**config.mk**
```make
export PLATFORM = sky130hd
export DESIGN_NAME = ex_stage
export DESIGN_NICKNAME = d
export VERILOG_FILES = /design/src/rtl/ex_stage_pkg.sv /design/src/rtl/div_unit.sv /design/src/rtl/ex_stage.sv
export SDC_FILE = /design/constraint.sdc
export NUM_CORES = 1
export LEC_CHECK = 0
export CAP_MARGIN = 30
export CELL_PAD_IN_SITES_DETAIL_PLACEMENT = 0
export CELL_PAD_IN_SITES_GLOBAL_PLACEMENT = 2
export CORE_ASPECT_RATIO = 0.8
export CORE_MARGIN = 2
export CORE_UTILIZATION = 34
export DETAILED_ROUTE_END_ITERATION = 8
export PLACE_DENSITY_LB_ADDON = 0.1
export SLEW_MARGIN = 0
export SYNTH_ARGS = -nofsm -noshare
export SYNTH_HDL_FRONTEND = slang
export SYNTH_SLANG_ARGS = --single-unit
```
**constraint.sdc**
```tcl
create_clock -name clk -period 7.1 [get_ports clk]
set_input_delay 1.42 -clock clk [delete_from_list [all_inputs] [get_ports clk]]
set_output_delay 1.42 -clock clk [all_outputs]
set_load 0.02 [all_outputs]
```
**src/rtl/ex_stage_pkg.sv**
```systemverilog
// Shared types and constants for the execute stage and its divider.
package ex_stage_pkg;

  localparam int unsigned ID_TO_EX_WD  = 159;
  localparam int unsigned EX_TO_MEM_WD = 76;
  localparam int unsigned STALL_BUS    = 6;
  localparam int unsigned DATA_W       = 32;
  localparam int unsigned DIV_CNT_W    = 5;

  localparam int unsigned STALL_EX  = 2;
  localparam int unsigned STALL_MEM = 3;
  localparam logic STOP    = 1'b1;
  localparam logic NO_STOP = 1'b0;

  localparam logic [5:0] OPC_SPECIAL = 6'b000000;
  localparam logic [5:0] FUNC_MFHI   = 6'b010000;
  localparam logic [5:0] FUNC_MTHI   = 6'b010001;
  localparam logic [5:0] FUNC_MFLO   = 6'b010010;
  localparam logic [5:0] FUNC_MTLO   = 6'b010011;
  localparam logic [5:0] FUNC_DIV    = 6'b011010;
  localparam logic [5:0] FUNC_DIVU   = 6'b011011;

  // alu_op bit positions
  localparam int unsigned OP_ADD  = 11;
  localparam int unsigned OP_SUB  = 10;
  localparam int unsigned OP_SLT  = 9;
  localparam int unsigned OP_SLTU = 8;
  localparam int unsigned OP_AND  = 7;
  localparam int unsigned OP_NOR  = 6;
  localparam int unsigned OP_OR   = 5;
  localparam int unsigned OP_XOR  = 4;
  localparam int unsigned OP_SLL  = 3;
  localparam int unsigned OP_SRL  = 2;
  localparam int unsigned OP_SRA  = 1;
  localparam int unsigned OP_LUI  = 0;

  typedef struct packed {
    logic [31:0] pc;
    logic [31:0] inst;
    logic [11:0] alu_op;
    logic [2:0]  sel_src1;
    logic [3:0]  sel_src2;
    logic        ram_en;
    logic [3:0]  ram_wen;
    logic        rf_we;
    logic [4:0]  rf_waddr;
    logic        sel_rf_res;
    logic [31:0] data1;
    logic [31:0] data2;
  } id_ex_t;

  typedef struct packed {
    logic [31:0] pc;
    logic        ram_en;
    logic [3:0]  ram_wen;
    logic        sel_rf_res;
    logic        rf_we;
    logic [4:0]  rf_waddr;
    logic [31:0] result;
  } ex_mem_t;

  typedef enum logic [1:0] {
    DIV_IDLE = 2'd0,
    DIV_BUSY = 2'd1,
    DIV_DONE = 2'd2
  } div_state_e;

endpackage

```
**src/rtl/div_unit.sv**
```systemverilog
// 32-iteration restoring divider on operand magnitudes with sign fix-up on the final step.
module div_unit
  import ex_stage_pkg::*;
(
  input  logic              clk,
  input  logic              rst,
  input  logic              start_i,
  input  logic              ack_i,
  input  logic              signed_op_i,
  input  logic [DATA_W-1:0] a_i,
  input  logic [DATA_W-1:0] b_i,
  output logic              busy_o,
  output logic              done_o,
  output logic              wr_o,
  output logic [DATA_W-1:0] quotient_o,
  output logic [DATA_W-1:0] remainder_o
);

  div_state_e           state_q;
  logic [DIV_CNT_W-1:0] cnt_q;
  logic [DATA_W-1:0]    quo_q, rem_q, dvs_q;
  logic                 qneg_q, rneg_q;

  logic [DATA_W:0]      shifted, diff;
  logic                 ge;
  logic [DATA_W-1:0]    quo_d, rem_d, a_mag, b_mag;

  assign a_mag = (signed_op_i && a_i[DATA_W-1]) ? (~a_i + 32'd1) : a_i;
  assign b_mag = (signed_op_i && b_i[DATA_W-1]) ? (~b_i + 32'd1) : b_i;

  // One restoring step: bit 32 of the trial difference is set when it went negative
  always_comb begin
    shifted = {rem_q, quo_q[DATA_W-1]};
    diff    = shifted - {1'b0, dvs_q};
    ge      = ~diff[DATA_W];
    quo_d   = {quo_q[DATA_W-2:0], ge};
    rem_d   = ge ? diff[DATA_W-1:0] : shifted[DATA_W-1:0];
  end

  always_ff @(posedge clk) begin
    if (rst) begin
      state_q <= DIV_IDLE;
      cnt_q   <= '0;
      quo_q   <= '0;
      rem_q   <= '0;
      dvs_q   <= '0;
      qneg_q  <= 1'b0;
      rneg_q  <= 1'b0;
    end else begin
      case (state_q)
        DIV_IDLE: if (start_i) begin
          state_q <= DIV_BUSY;
          cnt_q   <= '0;
          quo_q   <= a_mag;
          rem_q   <= '0;
          dvs_q   <= b_mag;
          // a zero divisor keeps the all-ones quotient unsigned
          qneg_q  <= signed_op_i && (a_i[DATA_W-1] ^ b_i[DATA_W-1]) && (b_i != '0);
          rneg_q  <= signed_op_i && a_i[DATA_W-1];
        end
        DIV_BUSY: begin
          quo_q <= quo_d;
          rem_q <= rem_d;
          cnt_q <= cnt_q + DIV_CNT_W'(1);
          if (cnt_q == DIV_CNT_W'(31)) state_q <= DIV_DONE;
        end
        DIV_DONE: if (ack_i) state_q <= DIV_IDLE;
        default:  state_q <= DIV_IDLE;
      endcase
    end
  end

  assign busy_o      = (state_q == DIV_BUSY);
  assign done_o      = (state_q == DIV_DONE);
  assign wr_o        = busy_o && (cnt_q == DIV_CNT_W'(31));
  assign quotient_o  = qneg_q ? (~quo_d + 32'd1) : quo_d;
  assign remainder_o = rneg_q ? (~rem_d + 32'd1) : rem_d;

endmodule

```
**src/rtl/ex_stage.sv**
```systemverilog
// MIPS execute stage: ID/EX register, ALU, HI/LO with divider, and EX/MEM bus.
module ex_stage
  import ex_stage_pkg::*;
(
  input  logic                    clk,
  input  logic                    rst,
  input  logic [STALL_BUS-1:0]    stall,
  input  logic [ID_TO_EX_WD-1:0]  id_to_ex_bus,
  output logic [EX_TO_MEM_WD-1:0] ex_to_mem_bus,
  output logic                    data_sram_en,
  output logic [3:0]              data_sram_wen,
  output logic [DATA_W-1:0]       data_sram_addr,
  output logic [DATA_W-1:0]       data_sram_wdata,
  output logic                    stallreq_for_div
);

  id_ex_t            ex_q;
  ex_mem_t           mem_bus;
  logic              ex_load;
  logic [DATA_W-1:0] src1, src2, alu_res, result, hi_q, lo_q;
  logic              is_special, is_mfhi, is_mflo, is_mthi, is_mtlo, is_div;
  logic              div_busy, div_done, div_wr;
  logic [DATA_W-1:0] div_quo, div_rem;
  logic              unused_bits;

  assign ex_load = (stall[STALL_EX] == NO_STOP);

  // Pipeline register: bubble when EX stops but MEM moves on
  always_ff @(posedge clk) begin
    if (rst) begin
      ex_q <= '0;
    end else if (!ex_load && (stall[STALL_MEM] == NO_STOP)) begin
      ex_q <= '0;
    end else if (ex_load) begin
      ex_q <= id_ex_t'(id_to_ex_bus);
    end
  end

  assign is_special = (ex_q.inst[31:26] == OPC_SPECIAL);
  assign is_mfhi    = is_special && (ex_q.inst[5:0] == FUNC_MFHI);
  assign is_mflo    = is_special && (ex_q.inst[5:0] == FUNC_MFLO);
  assign is_mthi    = is_special && (ex_q.inst[5:0] == FUNC_MTHI);
  assign is_mtlo    = is_special && (ex_q.inst[5:0] == FUNC_MTLO);
  assign is_div     = is_special && ((ex_q.inst[5:0] == FUNC_DIV) || (ex_q.inst[5:0] == FUNC_DIVU));

  always_comb begin
    src1 = '0;
    src2 = '0;
    if (ex_q.sel_src1[0]) src1 = src1 | ex_q.data1;
    if (ex_q.sel_src1[1]) src1 = src1 | ex_q.pc;
    if (ex_q.sel_src1[2]) src1 = src1 | {27'b0, ex_q.inst[10:6]};
    if (ex_q.sel_src2[0]) src2 = src2 | ex_q.data2;
    if (ex_q.sel_src2[1]) src2 = src2 | {{16{ex_q.inst[15]}}, ex_q.inst[15:0]};
    if (ex_q.sel_src2[2]) src2 = src2 | 32'd8;
    if (ex_q.sel_src2[3]) src2 = src2 | {16'b0, ex_q.inst[15:0]};
  end

  always_comb begin
    alu_res = '0;
    if (ex_q.alu_op[OP_ADD])  alu_res = alu_res | (src1 + src2);
    if (ex_q.alu_op[OP_SUB])  alu_res = alu_res | (src1 - src2);
    if (ex_q.alu_op[OP_SLT])  alu_res = alu_res | {31'b0, ($signed(src1) < $signed(src2))};
    if (ex_q.alu_op[OP_SLTU]) alu_res = alu_res | {31'b0, (src1 < src2)};
    if (ex_q.alu_op[OP_AND])  alu_res = alu_res | (src1 & src2);
    if (ex_q.alu_op[OP_NOR])  alu_res = alu_res | ~(src1 | src2);
    if (ex_q.alu_op[OP_OR])   alu_res = alu_res | (src1 | src2);
    if (ex_q.alu_op[OP_XOR])  alu_res = alu_res | (src1 ^ src2);
    if (ex_q.alu_op[OP_SLL])  alu_res = alu_res | (src2 << src1[4:0]);
    if (ex_q.alu_op[OP_SRL])  alu_res = alu_res | (src2 >> src1[4:0]);
    if (ex_q.alu_op[OP_SRA])  alu_res = alu_res | 32'($signed(src2) >>> src1[4:0]);
    if (ex_q.alu_op[OP_LUI])  alu_res = alu_res | {src2[15:0], 16'b0};
  end

  assign result = is_mfhi ? hi_q : (is_mflo ? lo_q : alu_res);

  div_unit u_div (
    .clk         (clk),
    .rst         (rst),
    .start_i     (is_div),
    .ack_i       (ex_load),
    .signed_op_i (ex_q.inst[5:0] == FUNC_DIV),
    .a_i         (ex_q.data1),
    .b_i         (ex_q.data2),
    .busy_o      (div_busy),
    .done_o      (div_done),
    .wr_o        (div_wr),
    .quotient_o  (div_quo),
    .remainder_o (div_rem)
  );

  // Stall while the divide is about to start (IDLE) or iterating (BUSY)
  assign stallreq_for_div = is_div && (div_busy || !div_done);

  always_ff @(posedge clk) begin
    if (rst) begin
      hi_q <= '0;
      lo_q <= '0;
    end else if (div_wr) begin
      hi_q <= div_rem;
      lo_q <= div_quo;
    end else if (ex_load && is_mthi) begin
      hi_q <= ex_q.data1;
    end else if (ex_load && is_mtlo) begin
      lo_q <= ex_q.data1;
    end
  end

  always_comb begin
    mem_bus            = '0;
    mem_bus.pc         = ex_q.pc;
    mem_bus.ram_en     = ex_q.ram_en;
    mem_bus.ram_wen    = ex_q.ram_wen;
    mem_bus.sel_rf_res = ex_q.sel_rf_res;
    mem_bus.rf_we      = ex_q.rf_we;
    mem_bus.rf_waddr   = ex_q.rf_waddr;
    mem_bus.result     = result;
  end

  assign ex_to_mem_bus   = mem_bus;
  assign data_sram_en    = ex_q.ram_en;
  assign data_sram_wen   = ex_q.ram_wen;
  assign data_sram_addr  = alu_res;
  assign data_sram_wdata = ex_q.data2;

  assign unused_bits = ^{ex_q.inst[25:16], stall[5:4], stall[1:0]};

endmodule

```
==> flow_summary_export.csv <==
group,metric,value,unit
sta,max_slew_margin,7.623,%
synth,synthFlopType,"dfxtp_1",
sta,fmax,0.1417,GHz
synth,avgSynthCellArea,7.495,sq um
final_layout,drive_gt1_share,11.80,%
global_route,grt_max_degree,90,
worst_setup_path,arrival,5.64,ns
floorplanning,die_w,323.0,um
synth,synth_compound_area_share,24.91,%
global_route,antenna_found_initial,6,
worst_setup_path,worstPathRequired,5.68,ns
routing,wl_met2,54160,um
outcome,status,"finished, final reports clean",
worst_hold_path,hold_path.class,"reg -> reg",
clocking,htreeDepth,2,
power_and_ir_drop,power,0.005656,W
global_route,grt_remaining_overflow,0,
synth,yosysTopAreaCell,"dfxtp_1",
floorplanning,start_util,34.37,%
routing,drt_iter0_drc,3308,
place,hpwlAfterDp,111500,um
worst_setup_path,path_class,"reg -> out",
worst_setup_path,slowest_stage,"a22oi_1",
sta,worst_slack,0.04302,ns
synth,synth-edff-count,0,
run,drv_cap,0,
final_layout,fin_util,42.15,%
clocking,clk_pin_slew,0.06,ns
global_route,grt_pass1_wl,200900,um
synth,synth_top_family_by_area,"compound AO/OA/AOI/OAI gates",
routing,drt-total-wl,141500,um
sta,worstMarginPinSlew,1.386,ns
clocking,clockBufferDepth,3,
routing,first_pass_iters,6,
clocking,clock-root-buffer,"clkbuf_16",
clocking,insertion_delay,0.61,ns
clocking,cts-buffers-inserted,41,
routing,wl_met3,14390,um
synth,yosysTopAreaCellShare,23.01,%
synth,postSynthCellCount,3692,
routing,drc,0,
place,dp_slack,-0.08294,ns
worst_setup_path,crit_path_frequent_cell,"buf_4",
worst_setup_path,reg2regPathDepth,23,
clocking,cts_tree,"built",
sta,setup_viol,0,
sta,min_period_over_period,99.39,%
sta,post-route-min-period,7.057,ns
worst_setup_path,cp_cell_sequence,"buf_4 > buf_4 > a22oi_1 > nand2_1 > o21ai_0 > buf_4 > a21oi_2 > mux2_2 > a32oi_1 > o2111ai_1 > nor2_1 > o21ai_0 > clkdlybuf4s50_1",
routing,drtAntennaViolNets,0,
floorplanning,core_area,80520,sq um
routing,dr.max_layer_used,"met5",
worst_hold_path,whs_endpoint,"u_div.dvs_q[29]",
place,place_congestion,1.018,
floorplanning,die_area,83700,sq um
worst_hold_path,hold_depth,2,
floorplanning,io_pins,313,
synth,ys_seq_area_share,23.01,%
routing,wl_per_cell,28.06,um
floorplanning,die_h,259.2,um
worst_hold_path,min_from,"u_div.dvs_q[29]",
final_layout,num-nets-final,4223,
synth,syn_area,27670,sq um
sta,skew,0.02667,ns
global_route,grt_pass1_vias,27890,
power_and_ir_drop,powerDensity,166.6,nW/um^2
worst_setup_path,critPathLaunchType,"flop",
final_layout,area_growth_syn_to_layout,22.66,%
worst_setup_path,cp_slowest_stage_delay,1.08,ns
synth,synthMuxAreaShare,13.86,%
routing,via_per_inst,5.839,
worst_setup_path,rrSetupSlack,1.34,ns
worst_setup_path,crit_family,"compound AO/OA/AOI/OAI gates",
worst_setup_path,cp_max_fo,21,
synth,synthArstFlopShare,0,%
synth,synth.distinct_cells,99,
synth,synthAdderAreaFrac,6.321,%
synth,synth_fp_nets,3997,
sta,hold_viol_final,0,
routing,wl_met1,68060,um
place,port_buffers,298,
clocking,numClockSinks,318,
synth,ys.warnings.count,0,
power_and_ir_drop,peakVddDrop,0.1642,mV
worst_setup_path,r2r-end,"hi_q[28]",
synth,synth-xor-area-share,5.765,%
worst_setup_path,path_buf_inv,4,
synth,synth_area_leaders,"dfxtp_1 23%, mux2i_1 13%, nor2_1 6.6%, ha_1 6.1%, a21oi_1 5.0%",
sta,drv_slew,0,
floorplanning,std_cell_rows,93,
sta,rsz0062_at_grt,"no",
synth,synth_simple_gate_area_share,17.71,%
synth,ys_seq_elements,318,
routing,vias,29450,
power_and_ir_drop,p_leak,14.35,nW
worst_setup_path,r2r_start,"u_div.quo_q[31]",
sta,hold_slack,0.4602,ns
worst_setup_path,critPathCaptureType,"primary output",
sta,finalSetupTns,0,ns
global_route,grt_use_total,32.68,%
## logic make-up (layout without fill, tap and decap cells)
| kind of cell | count (synthesis) | count (layout) |
|---|---|---|
| other | 0 | 1 |
| adders and majority gates | 138 | 138 |
| DFF | 318 | 318 |
| muxes | 380 | 380 |
| AOI/OAI and AO/OA | 1046 | 1046 |
| xor gates and xnor gates | 180 | 180 |
| buffers and inverters | 531 | 789 |
| and+or+nand+nor | 1099 | 1099 |
## Yosys cell counts, drive strengths merged, types with 11 or more instances
master and n:
nor2 484, mux2i 355, dfxtp 318, nand2 293, a21oi 283, clkbuf 227
o21ai 202, inv 156, buf 143, ha 135, xnor2 114, a211oi 103
a22oi 85, xor2 66, nor3 65, nand3 48, o31ai 41, o211ai 36
o22ai 36, nand2b 32, a31oi 30, nor4 30, a21o 29, mux2 25
a22o 24, or3 24, a221oi 22, o21bai 21, or4 19, and2 18
and3 18, or2 18, nand4 15, o41ai 14, nor2b 13, o2111ai 12
a2111oi 11
## sequential cells by signal, indices dropped and copies added, names as in the netlist
register / flops
lo_q: 32
data_sram_wen: 4
u_div.dvs_q: 32
u_div.rneg_q: 1
u_div.cnt_q: 5
hi_q: 32
u_div.qneg_q: 1
u_div.quo_q: 32
u_div.state_q: 2
ex_q: 73
u_div.rem_q: 32
ex_to_mem_bus: 39
data_sram_en: 1
data_sram_wdata: 32
## layout by cell type (no fill, tap or decap), drive strengths merged, types with 25 or more instances in the layout
master         instances
a31oi                 30
xor2                  66
xnor2                114
ha                   135
nor2                 484
a22oi                 85
a21oi                283
clkbuf                62
o31ai                 41
a21o                  29
nand2b                32
clkdlybuf4s50        263
nand3                 48
a211oi               103
nor4                  30
o211ai                36
nand2                293
nor3                  65
o22ai                 36
mux2i                355
o21ai                202
mux2                  25
dfxtp                318
buf                  273
inv                  154
## through the flow
step           cells  area (sq um)
2_1_floorplan   3692         27670
3_3_place_gp    4950         32140
3_5_place_dp    4960         32240
4_1_cts         5036         33730
5_1_grt         5042         33940
6_report        5043         33940
## worst max-delay path by stage
| stage | to | start | cells past startpoint |
|---|---|---|---|
| 2_1_floorplan | ex_to_mem_bus[12] | ex_q[80] | 19 |
| 3_3_place_gp | ex_to_mem_bus[26] | ex_q[80] | 21 |
| 3_5_place_dp | ex_to_mem_bus[19] | ex_q[80] | 17 |
| 4_1_cts | ex_to_mem_bus[30] | ex_q[80] | 22 |
| 5_1_grt | ex_to_mem_bus[24] | ex_q[80] | 22 |
| 6_report | ex_to_mem_bus[8] | ex_q[76] | 13 |
## power breakdown
part / switching, W / internal, W
combinational: 0.000965 / 0.000624
clock: 0.000938 / 0.00124
sequential: 0.0000640 / 0.00183
## tightest hold or removal path, cell delays in order (launching register included)
cell     delay [ns]
dfxtp_1        0.31
nand2_1        0.05
a21oi_1        0.05
## routing by layer
metal  GRT usage, %  vias up
met2          44.64     1437
met4          10.12        6
met5              0        -
met1          48.61    14200
li1               -    13610
met3          9.175      189
## repair_timing
action / 4_1_cts / 5_1_grt
gates resized for setup: 40 / 41
endpoints found under the hold margin: 0 / 0
setup buffers: 1 / 3
pin swaps: 5 / 2
cloned: 0 / 0
setup endpoints to repair: 22 / 23
hold buffers: 0 / 0
## cell type report
type / instances / area (sq um)
antenna: 1 / 2.502
clock inverter: 16 / 197.7
inverter: 161 / 616.8
multi-input combinational: 2843 / 19220
timing repair buffer: 553 / 4996
clock buffer: 59 / 1174
tap: 1092 / 1366
fill: 8348 / 46580
sequential: 318 / 6366
Note: power is estimated with default switching activity, not from simulation.
